<file path="src/rtl/alu_pkg.sv">
// Shared constants and payload type for the RV32I ALU issue stage.
// Holds the ALU op encoding, opcode/funct7 values and the funct3-to-op mapping.
package alu_pkg;

  typedef enum logic [3:0] {
    ALU_ADD  = 4'b0000,
    ALU_SUB  = 4'b0001,
    ALU_SLL  = 4'b0100,
    ALU_SRL  = 4'b0110,
    ALU_SRA  = 4'b0111,
    ALU_AND  = 4'b1001,
    ALU_OR   = 4'b1010,
    ALU_XOR  = 4'b1011,
    ALU_SLTU = 4'b1100,
    ALU_SLT  = 4'b1101
  } alu_op_e;

  localparam logic [6:0] OPC_OP     = 7'b0110011;
  localparam logic [6:0] OPC_OP_IMM = 7'b0010011;
  localparam logic [6:0] OPC_LUI    = 7'b0110111;
  localparam logic [6:0] OPC_AUIPC  = 7'b0010111;
  localparam logic [6:0] OPC_LOAD   = 7'b0000011;
  localparam logic [6:0] OPC_STORE  = 7'b0100011;
  localparam logic [6:0] OPC_BRANCH = 7'b1100011;
  localparam logic [6:0] OPC_JAL    = 7'b1101111;
  localparam logic [6:0] OPC_JALR   = 7'b1100111;

  localparam logic [6:0] F7_BASE = 7'b0000000;
  localparam logic [6:0] F7_ALT  = 7'b0100000;

  typedef struct packed {
    alu_op_e     alu_op;
    logic [31:0] a_data;
    logic [31:0] b_data;
    logic [31:0] store_data;
    logic [4:0]  rd;
    logic        reg_write;
    logic        illegal;
  } issue_payload_t;

  // alt selects sub/sra; callers only pass alt where that variant exists.
  function automatic alu_op_e funct3_op(input logic [2:0] funct3, input logic alt);
    case (funct3)
      3'b000:  return alt ? ALU_SUB : ALU_ADD;
      3'b001:  return ALU_SLL;
      3'b010:  return ALU_SLT;
      3'b011:  return ALU_SLTU;
      3'b100:  return ALU_XOR;
      3'b101:  return alt ? ALU_SRA : ALU_SRL;
      3'b110:  return ALU_OR;
      default: return ALU_AND;
    endcase
  endfunction

endpackage

</file>
<file path="src/rtl/alu_decode.sv">
// Combinational RV32I decode: instruction word, pc and register data in,
// ALU op, selected operands, rd and write-back/illegal flags out.
module alu_decode
  import alu_pkg::*;
(
  input  logic [31:0]    instr,
  input  logic [31:0]    pc,
  input  logic [31:0]    rs1_data,
  input  logic [31:0]    rs2_data,
  output issue_payload_t payload
);

  logic [6:0]  opcode;
  logic [2:0]  funct3;
  logic [6:0]  funct7;
  logic [31:0] imm_i;
  logic [31:0] imm_s;
  logic [31:0] imm_u;
  logic        is_shift;
  logic        alt;
  logic        legal;
  logic        writes;

  assign opcode   = instr[6:0];
  assign funct3   = instr[14:12];
  assign funct7   = instr[31:25];
  assign imm_i    = {{20{instr[31]}}, instr[31:20]};
  assign imm_s    = {{20{instr[31]}}, instr[31:25], instr[11:7]};
  assign imm_u    = {instr[31:12], 12'b0};
  assign is_shift = (funct3 == 3'b001) || (funct3 == 3'b101);
  assign alt      = (funct7 == F7_ALT);

  // NOTE: every output of this block gets a default first, so no path can infer a latch.
  always_comb begin
    payload = '0;
    legal   = 1'b1;
    writes  = 1'b1;
    case (opcode)
      OPC_OP: begin
        payload.alu_op = funct3_op(funct3, alt);
        payload.a_data = rs1_data;
        payload.b_data = rs2_data;
        legal = (funct7 == F7_BASE) || (alt && (funct3 == 3'b000 || funct3 == 3'b101));
      end
      OPC_OP_IMM: begin
        // Only shifts reuse instr[31:25]; for the rest those bits are immediate.
        payload.alu_op = funct3_op(funct3, is_shift && alt);
        payload.a_data = rs1_data;
        payload.b_data = is_shift ? {27'b0, instr[24:20]} : imm_i;
        legal = !is_shift || (funct7 == F7_BASE) || (alt && funct3 == 3'b101);
      end
      OPC_LUI:   payload.b_data = imm_u;
      OPC_AUIPC: begin
        payload.a_data = pc;
        payload.b_data = imm_u;
      end
      OPC_LOAD: begin
        payload.a_data = rs1_data;
        payload.b_data = imm_i;
      end
      OPC_STORE: begin
        payload.a_data = rs1_data;
        payload.b_data = imm_s;
        writes = 1'b0;
      end
      OPC_BRANCH: begin
        payload.a_data = rs1_data;
        payload.b_data = rs2_data;
        writes = 1'b0;
        case (funct3[2:1])
          2'b00:   payload.alu_op = ALU_SUB;
          2'b10:   payload.alu_op = ALU_SLT;
          2'b11:   payload.alu_op = ALU_SLTU;
          default: legal = 1'b0;
        endcase
      end
      OPC_JAL, OPC_JALR: begin
        payload.a_data = pc;
        payload.b_data = 32'd4;
      end
      default: legal = 1'b0;
    endcase

    if (!legal) begin
      payload.alu_op = ALU_ADD;
      payload.a_data = '0;
      payload.b_data = '0;
    end
    payload.store_data = rs2_data;
    payload.rd         = instr[11:7];
    payload.reg_write  = legal && writes && (instr[11:7] != 5'd0);
    payload.illegal    = !legal;
  end

endmodule

</file>
<file path="src/rtl/alu_issue_stage.sv">
// Execute-entry stage: decodes an RV32I instruction and presents the ALU
// payload from a registered valid/ready buffer (main register plus optional skid).
module alu_issue_stage
  import alu_pkg::*;
#(
  parameter bit SKID_EN = 1'b1
) (
  input  logic        clk,
  input  logic        reset,
  input  logic        flush,
  input  logic        in_valid,
  output logic        in_ready,
  input  logic [31:0] instr,
  input  logic [31:0] pc,
  input  logic [31:0] rs1_data,
  input  logic [31:0] rs2_data,
  output logic        out_valid,
  input  logic        out_ready,
  output logic [3:0]  alu_op,
  output logic [31:0] a_data,
  output logic [31:0] b_data,
  output logic [31:0] store_data,
  output logic [4:0]  rd,
  output logic        reg_write,
  output logic        illegal
);

  issue_payload_t dec_payload;
  issue_payload_t main_q;
  issue_payload_t skid_q;
  logic           main_valid;
  logic           skid_valid;
  logic           accept;
  logic           drain;
  logic           main_free;

  alu_decode u_decode (
    .instr    (instr),
    .pc       (pc),
    .rs1_data (rs1_data),
    .rs2_data (rs2_data),
    .payload  (dec_payload)
  );

  // With the skid buffer, in_ready is a flop value and never sees out_ready.
  assign in_ready  = !reset && (SKID_EN ? !skid_valid : (!main_valid || out_ready));
  assign accept    = in_valid && in_ready && !flush;
  assign drain     = main_valid && out_ready;
  assign main_free = !main_valid || drain;

  // NOTE: state updates use non-blocking assignments so every flop samples pre-edge values.
  always_ff @(posedge clk) begin
    if (reset) begin
      main_valid <= 1'b0;
      skid_valid <= 1'b0;
      // NOTE: payload registers are reset too, since downstream must see all-zero outputs in reset.
      main_q     <= '0;
      skid_q     <= '0;
    end else if (flush) begin
      main_valid <= 1'b0;
      skid_valid <= 1'b0;
    end else if (main_free) begin
      if (skid_valid) begin
        main_q     <= skid_q;
        main_valid <= 1'b1;
        skid_valid <= 1'b0;
      end else begin
        main_valid <= accept;
        if (accept) main_q <= dec_payload;
      end
    end else if (accept) begin
      skid_q     <= dec_payload;
      skid_valid <= 1'b1;
    end
  end

  assign out_valid  = main_valid;
  assign alu_op     = main_q.alu_op;
  assign a_data     = main_q.a_data;
  assign b_data     = main_q.b_data;
  assign store_data = main_q.store_data;
  assign rd         = main_q.rd;
  assign reg_write  = main_q.reg_write;
  assign illegal    = main_q.illegal;

endmodule

</file>
<file path="config.mk">
export PLATFORM = sky130hd
export DESIGN_NAME = alu_issue_stage
export DESIGN_NICKNAME = d
export VERILOG_FILES = /design/src/rtl/alu_pkg.sv /design/src/rtl/alu_decode.sv /design/src/rtl/alu_issue_stage.sv
export SDC_FILE = /design/constraint.sdc
export NUM_CORES = 1
export LEC_CHECK = 0
export CORE_UTILIZATION = 45
export CTS_BUF_LIST = sky130_fd_sc_hd__clkbuf_16
export DETAILED_ROUTE_END_ITERATION = 16
export PLACE_DENSITY = 0.85
export SYNTH_ARGS = -nofsm -noshare
export SYNTH_HDL_FRONTEND = slang
export SYNTH_SLANG_ARGS = --single-unit
</file>
<file path="constraint.sdc">
create_clock -name clk -period 1.8 [get_ports clk]
set_input_delay 0.18 -clock clk [delete_from_list [all_inputs] [get_ports clk]]
set_output_delay 0.18 -clock clk [all_outputs]
set_load 0.02 [all_outputs]
</file>
==> results by group, run 1 <==
Outcome
  • Outcome: finished clean

Floorplanning
  • Die Wd: 150 µm
  • I/O Pins: 242
  • Die height: 150 µm
  • Core area: roughly 21000 µm²
  • Starting Density: 46.4%
  • Total die area: between 20000 and 25000 µm²
  • # rows: 53

Timing
  • Final WS setup: roughly 0.033 ns
  • Final max-slew violation count: 0
  • Max_slew headroom: a little over a third
  • Achievable clock frequency: 0.566 GHz
  • Final setup fails: 0
  • Clk_skew: 0.0104 ns
  • Post-layout min period: about 1.8 ns
  • Final period util: 98.2%
  • Final Hold Fails: 0
  • Measured slew at the worst slew-check pin: 0.966 ns
  • RSZ-0062 raised after global routing: yes

Logic synthesis
  • Largest area contributor in the netlist: dfxtp_1
  • Syn. warnings: 0
  • Register area share after synthesis: 43.8%
  • Post-Syn Nets: 1233
  • Cells after synthesis: 1100
  • Async set or reset register ratio after synthesis: 0%
  • Post-synth EDFFs: 0
  • Cell Area, Synth: roughly 10000 µm²
  • Post-synth top area share: 43.8%
  • Netlist cell types: 54
  • Seq cells post-synth: around 220
  • Synth area leaders: dfxtp_1, a221oi_2, a21oi_1, nand2_1, nor2_1
  • Top_reg_cell synth: dfxtp_1
  • Synthesized area per cell: 8.98 µm²
  • Most frequent cell after synthesis: dfxtp_1
  • Top post-synthesis cells by count: dfxtp_1, nand2_1, nor2_1

Worst setup path
  • Slowest-stage cell, CP: clkdlybuf4s50_1
  • Arrival @ worst endpoint: between 2 and 2.5 ns
  • CP Max Fanout: 14
  • Most frequent CP cell: buf_4
  • Crit path kind: input port to flop
  • Top delay family on crit path: buffers and inverters
  • Crit-path cells: clkdlybuf4s50_1, nand4bb_1, buf_4, nor3_2, a21oi_2, buf_4, nand3_4, buf_6, a32oi_1, a211oi_1
  • Buf+Inv Stages, Crit Path: 4
  • CP required: approximately 2.2 ns
  • Setup crit start kind: input port
  • Max incr delay on CP: about 0.55 ns
  • Worst setup EP type: flop

Placed design
  • Dpl hpwl: approximately 21 mm
  • Gp weighted congestion: 0.844
  • Placed Instances: 1584
  • Dpl ws: -0.626 ns
  • Port buffer count: about 240

Clock network
  • Clock slew at reported path FFs: 0.06 ns
  • CTS max path bufs: 3
  • CTS H-tree lvls: 1
  • Clk root buf: clkbuf_16
  • TritonCTS clock tree: built
  • TritonCTS Buffers: 24
  • Skew-Pair Late Insertion Delay: approximately 0.52 ns
  • Clock sinks: 216

Global routing
  • Vias in the first global route: about 9200
  • Grt peak-use layer: met2
  • Gr ovfl total: 0
  • Global-route wire length before repair: 48.8 mm
  • Initial antenna violation count: 1
  • GR Util met3: 6.67%
  • Met2 Usage GRT: 45.3%
  • Met1 Usage GRT: around a third
  • Pin count of the biggest net entering global routing: 194
  • GRT Total Usage: a little over a quarter

Pwr
  • Pwr dens: 802 nW/µm²
  • Power Total: roughly 0.011 W
  • Seq pwr share: 43.8%
  • Leakage: 5.07 nW
  • Cell Int Power: 0.00853 W
  • Sw power: about 0.0028 W
  • Max rail drop VDD: 0.000629 V
  • Portion of total power attributed to the clock network: 43.0%
  • Sw Share: between 20% and 30%
  • Combinational Power Share: 13.2%

Cells and area
  • Fill cells: between 1500 and 2000
  • Fraction of layout cells with a size suffix above 1: approximately a fifth
  • Total Nets Final: 1474
  • Final core occ: approximately two thirds
  • Sequential Area: 4330 µm²
  • Footprint of the multi-input gates: around 5200 µm²
  • Area growth from synthesis to layout: 42.4%
  • Non-filler instance count after layout: 1631

Job
  • Count of maximum capacitance violations: 0

Min path
  • Worst min path class: input port to flop

Detailed routing
  • DR vias/cell: approximately 6
  • Drt drc: 0
  • Drt initial violations: 769
  • First drt pass iteration count: 5
  • Vias post-DR: around 9800
  • Total Wirelength: between 30 and 40 mm
  • Final ANT Viol Nets: 0
  • WL per Instance: 19.9 µm
==> repair_timing <==
item | CTS | global route
pin swaps | 2 | 15
buffers inserted | 0 | 3
gates resized for setup | 18 | 26
cloned | 0 | 2
hold endpoints to repair | 2 | 0
endpoints found under the setup margin | 48 | 110
hold buffers | 1 | 0
==> stage by stage <==
step	area, µm²	TNS, ns	hold WS (ns)
final	14100	0	0.216
after detailed placement	13000	-73.23	0.416
after global placement	13000	-67.89	0.403
after CTS	13900	0	0.265
after floorplan	9880	0	0.253
after global routing	14100	-0.0826	0.226
==> registers in the layout, summed over array words and instances (netlist names) <==
signal / flops
b_data: 32
skid_valid: 1
illegal: 1
out_valid: 1
a_data: 32
store_data: 32
reg_write: 1
rd: 5
skid_q: 107
alu_op: 4
==> worst paths after layout <==
path,start,endpoint,slack (ns),depth (start not counted)
max,instr[1],b_data[7],0.03,10
min reg2reg,skid_q[105],skid_q[105],0.46,2
max reg2reg,out_valid,skid_q[60],0.13,7
min,instr[14],b_data[14],0.22,3
==> power by group through the flow <==
stage | sequential, W | combinational [W] | clock, W
2_1_floorplan | 0.00517 | 0.000526 | 0
3_3_place_gp | 0.00505 | 0.00141 | 0
3_5_place_dp | 0.00505 | 0.00143 | 0
4_1_cts | 0.00495 | 0.00145 | 0.00491
5_1_grt | 0.00496 | 0.00158 | 0.00509
6_report | 0.00495 | 0.00149 | 0.00485
==> logic make-up after synthesis <==
logic type      share of synthesized area (%)
compound gates                           26.4
flops                                    43.8
mux                                      3.75
buf+inv                                  5.81
simple gates                             20.2
xor+xnor                                0.177
==> layer usage <==
layer | vias up | wire [µm]
li1 | 4543 | -
met1 | 4646 | 12700
met2 | 512 | 15600
met3 | 82 | 3160
met4 | 0 | 1010
met5 | - | 0
==> layout make-up <==
| type | count | share of cell area, % |
|---|---|---|
| Antenna cell | 1 | 0.0178 |
| Clock buffer | 25 | 4.44 |
| Clock inverter | 15 | 0.996 |
| Inverter | 7 | 0.187 |
| Multi-Input combinational cell | 760 | 36.8 |
| Sequential cell | 216 | 30.7 |
| Tap cell | 275 | 2.44 |
| Timing Repair Buffer | 332 | 24.4 |
==> cells in the final DEF, fill, tap and decap left out, drive strengths merged, types with 13 or more instances in the layout <==
cell           Yosys  final
o22ai             20     20
buf               47     89
a32oi             14     14
nand3             46     46
a31o              20     20
clkbuf            70     27
a22o              44     44
mux2i             37     37
and3              22     22
nor3              67     67
a21oi            105    105
nand2            123    123
a221oi            60     60
inv                7     13
dfxtp            216    216
a211oi            47     47
nor2             107    107
clkdlybuf4s50      0    231
==> worst min-delay path, cell delays in order <==
cell and delay, ns:
dlymetal6s2s_1 0.21, a221oi_2 0.13, o22ai_1 0.15
Note: power is estimated with default switching activity, not from simulation.
==> run 2: changes to the inputs <==
--- a/config.mk
+++ b/config.mk
@@ -8,6 +8,7 @@
 export CORE_UTILIZATION = 45
 export CTS_BUF_LIST = sky130_fd_sc_hd__clkbuf_16
 export DETAILED_ROUTE_END_ITERATION = 16
+export HOLD_SLACK_MARGIN = 0.02
 export PLACE_DENSITY = 0.85
 export SYNTH_ARGS = -nofsm -noshare
 export SYNTH_HDL_FRONTEND = slang
==> results of run 2 <==
Same layout as run 1: the final DEF is identical, and so are final timing and power.
